===== config.mk =====
export PLATFORM = sky130hd
export DESIGN_NAME = axis_relu_maxpool
export DESIGN_NICKNAME = d
export VERILOG_FILES = /design/src/rtl/axis_relu_maxpool.sv
export SDC_FILE = /design/constraint.sdc
export NUM_CORES = 1
export LEC_CHECK = 0
export ABC_CLOCK_PERIOD_IN_PS = 4250
export BUFFER_PORTS_ARGS = -buffer_cell sky130_fd_sc_hd__buf_2
export CORE_ASPECT_RATIO = 1.2
export CORE_MARGIN = 2
export CORE_UTILIZATION = 38
export DETAILED_ROUTE_END_ITERATION = 10
export PLACE_DENSITY = 0.7
export SETUP_SLACK_MARGIN = 0.15
export SLEW_MARGIN = 20
export SYNTH_ARGS = -nofsm -noshare
export SYNTH_HDL_FRONTEND = slang
export SYNTH_SLANG_ARGS = --single-unit

===== constraint.sdc =====
create_clock -name clk -period 4.25 [get_ports clk]
set_clock_uncertainty 0.1 [all_clocks]
set_input_delay 0.6375 -clock clk [delete_from_list [all_inputs] [get_ports clk]]
set_output_delay 0.6375 -clock clk [all_outputs]
set_load 0.02 [all_outputs]

===== src/rtl/axis_relu_maxpool.sv =====
`default_nettype none
// ============================================================================
// Module   : axis_relu_maxpool
// Brief    : AXI-Stream ReLU with optional pairwise (1x2) signed max-pooling.
//            Single output register stage; per-packet latched configuration.
// Revision : 1.0 - initial release
// ============================================================================
module axis_relu_maxpool #(
  parameter int DATA_WIDTH = 32
) (
  input  logic                    clk,
  input  logic                    rst,
  input  logic [DATA_WIDTH-1:0]   s_axis_tdata,
  input  logic                    s_axis_tvalid,
  output logic                    s_axis_tready,
  input  logic                    s_axis_tlast,
  input  logic [DATA_WIDTH/8-1:0] s_axis_tkeep,
  output logic [DATA_WIDTH-1:0]   m_axis_tdata,
  output logic                    m_axis_tvalid,
  input  logic                    m_axis_tready,
  output logic                    m_axis_tlast,
  output logic [DATA_WIDTH/8-1:0] m_axis_tkeep,
  input  logic [31:0]             cfg_control,
  output logic [31:0]             stat_pkt_count
);

  localparam int KEEP_WIDTH = DATA_WIDTH / 8;

  localparam logic [0:0] ST_EMPTY = 1'b0;
  localparam logic [0:0] ST_HOLD  = 1'b1;

  logic [0:0]            state_q, state_d;
  logic [DATA_WIDTH-1:0] hold_q;
  logic [KEEP_WIDTH-1:0] hold_keep_q;
  logic                  pkt_start_q;
  logic                  relu_en_q, pool_en_q;
  logic [DATA_WIDTH-1:0] m_tdata_q;
  logic                  m_tvalid_q, m_tlast_q;
  logic [KEEP_WIDTH-1:0] m_tkeep_q;
  logic [31:0]           pkt_cnt_q;

  logic                  accept;
  logic                  relu_en, pool_en;
  logic [DATA_WIDTH-1:0] relu_data;
  logic                  out_fire, hold_load;
  logic [DATA_WIDTH-1:0] out_data;
  logic                  out_last;
  logic [KEEP_WIDTH-1:0] out_keep;
  logic                  unused_cfg_bits;

  assign unused_cfg_bits = ^cfg_control[31:2];

  // The only storage on the output path is the output register, so we can take
  // a new beat whenever that register is empty or being drained this cycle.
  assign s_axis_tready = ~rst & (~m_tvalid_q | m_axis_tready);
  assign accept        = s_axis_tvalid & s_axis_tready;

  // On the first beat of a packet the live config applies; afterwards the latch.
  assign relu_en   = pkt_start_q ? cfg_control[0] : relu_en_q;
  assign pool_en   = pkt_start_q ? cfg_control[1] : pool_en_q;
  assign relu_data = (relu_en && s_axis_tdata[DATA_WIDTH-1]) ? '0 : s_axis_tdata;

  // Pooling state register.
  always_ff @(posedge clk) begin
    if (rst) state_q <= ST_EMPTY;
    else     state_q <= state_d;
  end

  // Pooling next-state: a non-last pooled beat is parked; the partner drains it.
  always_comb begin
    state_d = state_q;
    if (accept) begin
      if (state_q == ST_HOLD)             state_d = ST_EMPTY;
      else if (pool_en && !s_axis_tlast)  state_d = ST_HOLD;
    end
  end

  // Output decode: what (if anything) the accepted beat produces this cycle.
  always_comb begin
    out_fire  = 1'b0;
    hold_load = 1'b0;
    out_data  = relu_data;
    out_last  = s_axis_tlast;
    out_keep  = s_axis_tkeep;
    if (accept) begin
      if (state_q == ST_HOLD) begin
        // Strict greater-than so a tie keeps the held (earlier) value.
        out_fire = 1'b1;
        out_data = ($signed(relu_data) > $signed(hold_q)) ? relu_data : hold_q;
        out_keep = hold_keep_q & s_axis_tkeep;
      end else if (!pool_en || s_axis_tlast) begin
        out_fire = 1'b1;
      end else begin
        hold_load = 1'b1;
      end
    end
  end

  // Hold register, packet-start flag and per-packet config latch.
  always_ff @(posedge clk) begin
    if (rst) begin
      hold_q      <= '0;
      hold_keep_q <= '0;
      pkt_start_q <= 1'b1;
      relu_en_q   <= 1'b0;
      pool_en_q   <= 1'b0;
    end else if (accept) begin
      if (hold_load) begin
        hold_q      <= relu_data;
        hold_keep_q <= s_axis_tkeep;
      end
      if (pkt_start_q) begin
        relu_en_q <= cfg_control[0];
        pool_en_q <= cfg_control[1];
      end
      pkt_start_q <= s_axis_tlast;
    end
  end

  // Output register stage; holds steady while downstream stalls.
  always_ff @(posedge clk) begin
    if (rst) begin
      m_tvalid_q <= 1'b0;
      m_tdata_q  <= '0;
      m_tlast_q  <= 1'b0;
      m_tkeep_q  <= '0;
    end else if (out_fire) begin
      m_tvalid_q <= 1'b1;
      m_tdata_q  <= out_data;
      m_tlast_q  <= out_last;
      m_tkeep_q  <= out_keep;
    end else if (m_axis_tready) begin
      m_tvalid_q <= 1'b0;
    end
  end

  // Completed-packet counter, free-running wrap.
  always_ff @(posedge clk) begin
    if (rst)                                      pkt_cnt_q <= '0;
    else if (m_tvalid_q && m_axis_tready && m_tlast_q) pkt_cnt_q <= pkt_cnt_q + 32'd1;
  end

  assign m_axis_tdata   = m_tdata_q;
  assign m_axis_tvalid  = m_tvalid_q;
  assign m_axis_tlast   = m_tlast_q;
  assign m_axis_tkeep   = m_tkeep_q;
  assign stat_pkt_count = pkt_cnt_q;

endmodule
`default_nettype wire


==> results.md, run 1 <==
- Number of design rule violations left after detail routing: 0
- Number of unique standard cell types used by synthesis: 43
- CTS max path bufs: 2
- Die area: between 15,000 and 20,000 um2
- Max stage delay on crit path: 0.40 ns
- Effective utilization at floorplan: about two fifths
- Buffer count from post-CTS setup fixing: 0
- Global-route wire length before repair: approximately 23,000 um
- Largest area contributor in the netlist: sky130_fd_sc_hd__dfxtp_1
- Most used flip-flop cell after synthesis: sky130_fd_sc_hd__dfxtp_1
- Dpl hpwl: 9560 um
- Number of filler instances in the final layout: 1,516
- Largest net degree at the start of global routing: 79
- Placeable core region: 14,900 um2
- Area occupied by multi-input gates: ~3200 um2
- Worst-skew pair later-pin latency: approximately 0.36 ns
- Reg-to-reg slack, setup: 0.69 ns
- CTS hold repair buffers: 0
- Number of register bits inferred by synthesis: between 100 and 150
- Crit path cell chain: mux2i_1 > nand2b_1 > buf_4 > and2_1 > ha_1 > nand4_1 > nor4_1 > a221o_1 > a2111oi_4 > or2_2 > buf_4 > o211ai_2
- Number of standard cells after synthesis: 698
- Final count of pins violating max slew: 0
- Critical path start-end classification: flop to flop
- IO Port Bufs: 113
- Final-report hold violation count: 0
- Count of maximum capacitance violations: 0
- Path type of the worst min-delay path: flop to flop
- P_leak: around 2.8 nW
- Post-route total power: about 2.3 mW
- FF/Latch Area: around 2200 um2
- Cells taking the most area after synthesis: sky130_fd_sc_hd__dfxtp_1 38%, sky130_fd_sc_hd__nand2_1 11%, sky130_fd_sc_hd__ha_1 7.2%, sky130_fd_sc_hd__o211ai_2 6.5%, sky130_fd_sc_hd__a21oi_1 5.2%
- Cell type group with the largest total delay on the critical path: simple AND/OR/NAND/NOR gates
- Share of layout cells above drive strength 1: 23.4%
- Clock transition at the registers of the reported paths: about 0.070 ns
- Async S/R FF share, synth: 0%
- Boundary pin count: between 100 and 150
- Critical path peak fanout: 19
- Most common cell in the netlist: sky130_fd_sc_hd__nand2_1
- Placed Area: between 6000 and 7000 um2
- Die boundary width: around 120 um
- Setup repair after global routing missed its margin: no
- # rows: between 40 and 50
- Max Clk Rate: 0.281 GHz
- Top cell types by occurrence after synthesis: 169 x sky130_fd_sc_hd__nand2_1, 110 x sky130_fd_sc_hd__dfxtp_1, 60 x sky130_fd_sc_hd__a21oi_1, 38 x sky130_fd_sc_hd__inv_1, 36 x sky130_fd_sc_hd__nor2_1
- Final clock period utilization by the worst path: a little over four fifths
- Vert. Die Dim: ~140 um
- Result of the run: finished, final reports clean
- Global route total overflow: 0
- Max IR drop VDD: between 0.00015 and 0.0002 V
- Buffer cell driving the clock tree root: sky130_fd_sc_hd__clkbuf_16
- Final weighted congestion in routability-driven placement: 0.803
- TritonCTS sink count: 110
- Count of nets after finishing: between 800 and 900
- Part of the Yosys area used for sequential elements: 38.2%
- Initial antenna violation count: 0
- Count of vias placed by the detailed router: 4,922
- Master of the slowest instance on the critical path: sky130_fd_sc_hd__dfxtp_1
- Pre-CTS worst setup slack: ~0.37 ns
- Post-CTS sizing: 0
- Via/cell ratio: 4.92
- Synthesized Nets: between 800 and 900
- Kind of capture point of the worst setup path: flop
- Area Growth Syn to Fin: 17.4%
- Cell occurring most often along the worst timing path: sky130_fd_sc_hd__buf_4
- Total negative slack for setup checks: 0 ns
- Global Route Usage Sum: around 18%
- Post-synthesis cell area: between 5000 and 6000 um2
- Remaining max-slew budget at the tightest pin: 43.0%
- Slack of the critical path: around 0.69 ns
- Final number of setup-violating endpoints: 0
- Total number of yosys warnings: 0
- Startpoint kind of the worst setup timing path: flop
- Slew @ Worst Pin: roughly 0.85 ns
- Per-cell routed wire length: 13.8 um
- Number of global-route vias before repair: approximately 4,600
- Arrival time worst endpoint: 3.70 ns
- TritonCTS clock tree: yes
- Antenna-violating nets left: 0
- Final design instance area without fill: 6770 um2
- Number of placed instances, taps included: slightly below 1,000
- Post-route insts no fill: approximately 1,000
- Total wire length: around 14,000 um
- Number of H-tree levels: 3
- Cell Pwr Density: ~340 nW/um2
- Number of CTS-inserted buffers: 9
- Number of iterations in the first detailed-routing pass: 5
- Drt first-iter violations: approximately 260
- EDFF count, synth: 0
- CP Buf/Inv Count: 2
- Top cell type's share of synthesized area: a little under two fifths
- Diode count: 0
- Mean post-synth cell area: ~8.3 um2
- WP data required: around 4.4 ns
- Crit path time final: between 3 and 4 ns
-- worst reg2reg max path, stage by stage, from the launching register on --
cell	delay [ns]
sky130_fd_sc_hd__dfxtp_1	0.40
sky130_fd_sc_hd__mux2i_1	0.24
sky130_fd_sc_hd__nand2b_1	0.15
sky130_fd_sc_hd__buf_4	0.22
sky130_fd_sc_hd__and2_1	0.25
sky130_fd_sc_hd__ha_1	0.28
sky130_fd_sc_hd__nand4_1	0.15
sky130_fd_sc_hd__nor4_1	0.09
sky130_fd_sc_hd__a221o_1	0.36
sky130_fd_sc_hd__a2111oi_4	0.36
sky130_fd_sc_hd__or2_2	0.38
sky130_fd_sc_hd__buf_4	0.34
sky130_fd_sc_hd__o211ai_2	0.12
-- sequential cells by signal, indices dropped and copies added, names as in the netlist --
register        cells
hold_keep_q         4
hold_q             32
m_axis_tdata       32
m_axis_tkeep        4
m_axis_tlast        1
m_axis_tvalid       1
pkt_start_q         1
pool_en_q           1
relu_en_q           1
stat_pkt_count     32
state_q             1
-- cell usage in the layout, fill, tap and decap left out, drive strengths merged, types with 10 or more instances in the layout --
cell,n
and2,32
a21oi,61
nand3,16
xor2,18
buf,124
nand4,12
inv,39
dfxtp,110
nor2,36
ha,33
o21ai,10
nand2,169
o211ai,63
-- path summary, 6_finish.rpt --
check	from	endpoint	cells past startpoint
worst max-delay path	pkt_start_q	m_axis_tdata[18]	12
worst min-delay path	m_axis_tkeep[2]	m_axis_tkeep[2]	2
worst max register to register	pkt_start_q	m_axis_tdata[18]	12
worst min register to register	m_axis_tkeep[2]	m_axis_tkeep[2]	2
-- routing by layer --
metal	vias to the layer above	part of all wire, %	global-route usage [%]
met1	2257	46	21.6
met4	0	1.8	6.89
li1	2558	-	-
met5	-	0	0
met2	93	48	29.4
met3	14	4.5	3.93
-- logic make-up after synthesis --
| group | share of synthesized area, % |
|---|---|
| buffers and inverters | 6.72 |
| muxes | 0.911 |
| xor gates and xnor gates | 4.10 |
| and+or+nand+nor | 24.6 |
| DFF | 38.2 |
| AOI/OAI and AO/OA | 18.4 |
| adders and majority gates | 7.16 |
-- metrics by stage --
stage	hold WS, ns	util [%]
2_1_floorplan	0.331	-
3_3_place_gp	0.338	43.3
3_5_place_dp	0.342	43.3
4_1_cts	0.352	45.5
5_1_grt	0.367	45.5
6_report	0.349	45.5
-- layout make-up --
| cell class | count | area share (%) |
|---|---|---|
| multi-input combinational | 508 | 47.3 |
| sequential | 110 | 32.5 |
| timing repair buffer | 124 | 9.57 |
| tap | 204 | 3.77 |
| clock buffer | 9 | 3.32 |
| inverter | 38 | 2.11 |
| clock inverter | 7 | 1.44 |
-- power by group --
part | internal, mW | total, mW | switching [mW]
combinational | 0.119 | 0.315 | 0.196
sequential | 1.07 | 1.09 | 0.0200
clock | 0.519 | 0.924 | 0.405
total | 1.70 | 2.32 | 0.620
Power figures use the tool's default switching activity.
==> run 2: changes to the inputs <==
--- a/config.mk
+++ b/config.mk
@@ -5,7 +5,8 @@
 export SDC_FILE = /design/constraint.sdc
 export NUM_CORES = 1
 export LEC_CHECK = 0
-export ABC_CLOCK_PERIOD_IN_PS = 4250
+export ABC_AREA = 1
+export ABC_CLOCK_PERIOD_IN_PS = 3500
 export BUFFER_PORTS_ARGS = -buffer_cell sky130_fd_sc_hd__buf_2
 export CORE_ASPECT_RATIO = 1.2
 export CORE_MARGIN = 2
==> constraint.sdc (replaced) <==
create_clock -name clk -period 3.5 [get_ports clk]
set_clock_uncertainty 0.1 [all_clocks]
set_input_delay 0.525 -clock clk [delete_from_list [all_inputs] [get_ports clk]]
set_output_delay 0.525 -clock clk [all_outputs]
set_load 0.02 [all_outputs]
==> run 2 against run 1 <==
Compared with the run above: fmax up 23%; synthesized cell count up 15%; clock-buffer cell count up 1; power up 21%; combinational power up 55%; clock power up 7.4%; final area down 1.1%; first-iteration DRC count up 19%; register-to-register slack worse by 0.08 ns; sequential share of layout area up 0.38 points; global-route usage up 0.13 points; largest cell class unchanged.
==> results.md, run 2 <==
- Result of the run: finished, final reports clean
- Antenna-violating nets left: 0 (unchanged)
- Post-synthesis cell area: 5650 um2 (-2.1%)
- Most used flip-flop cell after synthesis: sky130_fd_sc_hd__dfxtp_1
- Placeable core region: 14,500 um2 (-2.8%)
- Final clock period utilization by the worst path: 82.7% (-1.1 points)
- Origin of the worst setup path: pkt_start_q
- # rows: 48 (-2.0%)
- Part of the Yosys area used for sequential elements: 39.0% (+0.80 points)
- Number of iterations in the first detailed-routing pass: 4 (-1)
- Die area: 15,900 um2 (-2.0%)
- Top cell types by occurrence after synthesis: 209 x sky130_fd_sc_hd__nand2_1, 110 x sky130_fd_sc_hd__dfxtp_1, 104 x sky130_fd_sc_hd__inv_1, 67 x sky130_fd_sc_hd__nand3_1, 65 x sky130_fd_sc_hd__a21oi_1
- Crit path cell chain: nand2_1 > o21ai_1 > nand2_1 > buf_4 > nand2_1 > inv_1 > ha_1 > a21oi_1 > o21ai_0 > nand2_1 > nand2_1 > a21oi_1 > nand3_1 > nand3_2 > buf_4 > nand4_1 > nand3_1 > nand2_1
- FF/Latch Area: 2200 um2 (unchanged)
- Max IR drop VDD: 0.000208 V (+35%)
- Path type of the worst min-delay path: input port to flop
- Number of design rule violations left after detail routing: 0 (unchanged)
- Number of unique standard cell types used by synthesis: 32 (-26%)
- Global route total overflow: 0 (unchanged)
- Total wire length: 13,500 um (-2.1%)
- Final count of pins violating max slew: 0 (unchanged)
- Top cell type's share of synthesized area: 39.0% (+0.80 points)
- Total negative slack for setup checks: 0 ns (unchanged)
- Number of H-tree levels: 3 (unchanged)
- Leading cell types in the layout, fill and taps excluded: 209 x sky130_fd_sc_hd__nand2_1, 113 x sky130_fd_sc_hd__buf_2, 110 x sky130_fd_sc_hd__dfxtp_1, 104 x sky130_fd_sc_hd__inv_1, 67 x sky130_fd_sc_hd__nand3_1
- Cell type group with the largest total delay on the critical path: simple AND/OR/NAND/NOR gates
- Global-route wire length before repair: 22,500 um (-0.21%)
- P_leak: 3.29 nW (+18%)
- Per-cell routed wire length: 12.2 um (-11%)
- Min-Delay Startpoint: s_axis_tlast
- Startpoint kind of the worst setup timing path: flop
- Buffer count from post-CTS setup fixing: 0 (unchanged)
- Dpl hpwl: 9700 um (+1.4%)
- Crit path time final: 2.90 ns (-0.666 ns)
- TritonCTS sink count: 110 (unchanged)
- Number of register bits inferred by synthesis: 110 (unchanged)
- Most common cell in the netlist: sky130_fd_sc_hd__nand2_1
- Logic pwr share: 17.4% (+3.9 points)
- Arrival time worst endpoint: 3.04 ns (-0.66 ns)
- Largest area contributor in the netlist: sky130_fd_sc_hd__dfxtp_1
- WHS: 0.328 ns (-0.0204 ns)
- Boundary pin count: 144 (unchanged)
- Area occupied by multi-input gates: 2900 um2 (-9.6%)
- Number of placed instances, taps included: 1,092 (+11%)
- Critical path start-end classification: flop to flop
- Max Clk Rate: 0.345 GHz (+23%)
- CTS hold repair buffers: 0 (unchanged)
- Final weighted congestion in routability-driven placement: 0.881 (+9.6%)
- Switching share of power: 28.1% (+1.4 points)
- Final number of setup-violating endpoints: 0 (unchanged)
- Cell occurring most often along the worst timing path: sky130_fd_sc_hd__nand2_1
- Number of global-route vias before repair: 4,884 (+6.6%)
- Total number of yosys warnings: 0 (unchanged)
- Initial antenna violation count: 0 (unchanged)
- Mean post-synth cell area: 7.06 um2 (-15%)
- Largest net degree at the start of global routing: 39 (-51%)
- Most frequent standard cell in the layout excluding fill and tap cells: sky130_fd_sc_hd__nand2_1
- Synthesized Nets: 906 (+13%)
- Clock transition at the registers of the reported paths: 0.07 ns (about the same)
- Diode count: 0 (unchanged)
- Count of nets after finishing: 1,009 (+12%)
- Count of maximum capacitance violations: 0 (unchanged)
- Final-report hold violation count: 0 (unchanged)
- Cells taking the most area after synthesis: sky130_fd_sc_hd__dfxtp_1 39%, sky130_fd_sc_hd__nand2_1 14%, sky130_fd_sc_hd__ha_1 7.3%, sky130_fd_sc_hd__inv_1 6.9%, sky130_fd_sc_hd__nand3_1 5.9%
- Async S/R FF share, synth: 0% (unchanged)
- Post-CTS sizing: 0 (unchanged)
- Number of filler instances in the final layout: 1,531 (+0.99%)
- Vert. Die Dim: 138 um (-1.0%)
- Area Growth Syn to Fin: 18.5%
- Remaining max-slew budget at the tightest pin: 64.3% (+21 points)
- Worst-skew pair later-pin latency: 0.35 ns (about the same)
- Number of standard cells after synthesis: 800 (+15%)
- Die boundary width: 115 um (-1.0%)
- Max stage delay on crit path: 0.38 ns (-0.02 ns)
- Buffer cell driving the clock tree root: sky130_fd_sc_hd__clkbuf_16
- EDFF count, synth: 0 (unchanged)
- Setup repair after global routing missed its margin: no
- Post-route total power: 2.82 mW (+21%)
- Worst R2R Start: pkt_start_q
- Reg power frac: 47.4% (+0.7 points)
- Clock network fraction of total power: 35.2% (-4.5 points)
- TritonCTS clock tree: yes
- Share of layout cells above drive strength 1: 17.7% (-5.7 points)
- Internal power consumption: 2.02 mW (+19%)
- Post-route insts no fill: 1,106 (+11%)
- Number of CTS-inserted buffers: 9 (unchanged)
- CP Buf/Inv Count: 3 (+1)
- Slew @ Worst Pin: 0.535 ns (-0.319 ns)
- Kind of capture point of the worst setup path: flop
- Count of vias placed by the detailed router: 5,257 (+6.8%)
- Net switching power: 0.792 mW (+28%)
- IO Port Bufs: 113 (unchanged)
- Finished Core Util: 46.3% (+0.80 points)
- Drt first-iter violations: 309 (+19%)
- Cell Pwr Density: 421 nW/um2 (+23%)
- CTS max path bufs: 2 (unchanged)
- Via/cell ratio: 4.75 (-3.4%)
- WP data required: 3.64 ns (-0.75 ns)
- Master of the slowest instance on the critical path: sky130_fd_sc_hd__dfxtp_1
- Global Route Usage Sum: 17.7% (+0.13 points)
- Critical path peak fanout: 23 (+4)
- Effective utilization at floorplan: 39.0% (+0.31 points)
==> run 2: changes by cell type in the layout (fill, tap and decap cells not counted), moves of 6 or more <==
cell,previous run,this run
sky130_fd_sc_hd__and4_1,6,0
sky130_fd_sc_hd__o211ai_2,30,0
sky130_fd_sc_hd__nand3_1,16,67
sky130_fd_sc_hd__xor2_1,18,12
sky130_fd_sc_hd__o211ai_1,33,0
sky130_fd_sc_hd__nor2_1,33,47
sky130_fd_sc_hd__nand2_1,169,209
sky130_fd_sc_hd__o21a_1,1,7
sky130_fd_sc_hd__o21ai_0,10,45
sky130_fd_sc_hd__inv_1,38,104
sky130_fd_sc_hd__nand2b_1,6,0
sky130_fd_sc_hd__and2_1,32,0
sky130_fd_sc_hd__nand4_1,11,26
==> run 2: final timing paths <==
kind	end	slack [ns]	cells after the start
max reg2reg	m_axis_tdata[8]	0.60	18
max	m_axis_tdata[8]	0.60	18
min reg2reg	m_axis_tkeep[3]	0.34	2
min	pkt_start_q	0.33	3
==> run 2: stage by stage <==
stage	setup WS [ns]	cell area (um2)
final	0.604	6700
after global routing	0.203	6700
after CTS	0.474	6700
after detailed placement	0.299	6420
after global placement	0.339	6420
after floorplan	0.751	5650
==> run 2: cells by family after synthesis <==
group,share of synthesized area [%]
simple gates,29.9
buf+inv,9.92
compound gates,11.3
flops,39.0
fa+ha+maj,7.31
xor+xnor,2.48
mux,0.177
==> run 2: per-layer routing <==
metal / wire length, um / GRT usage [%]
met1: 6390 / 22.1
met2: 6350 / 30.2
met5: 0 / 0
met3: 647 / 3.65
met4: 156 / 5.96
==> run 2: power by group through the flow <==
stage	combinational [mW]	sequential (mW)	clock, mW
6_report	0.489	1.33	0.992
5_1_grt	0.558	1.34	1.09
4_1_cts	0.496	1.33	1.04
3_5_place_dp	0.494	1.36	0
3_3_place_gp	0.489	1.36	0
2_1_floorplan	0.289	1.41	0
==> run 2: tightest hold or removal path: cells and delay by family <==
family	cells	cell delay, ns
simple gates	2	0.12
buf+inv	1	0.10
==> run 2: cell type report <==
type                       count  share of cell area [%]
timing repair buffer         127                    10.0
clock inverter                 4                   0.747
inverter                     106                    5.94
sequential                   110                    32.9
multi-input combinational    549                    43.3
tap                          200                    3.74
clock buffer                  10                    3.42
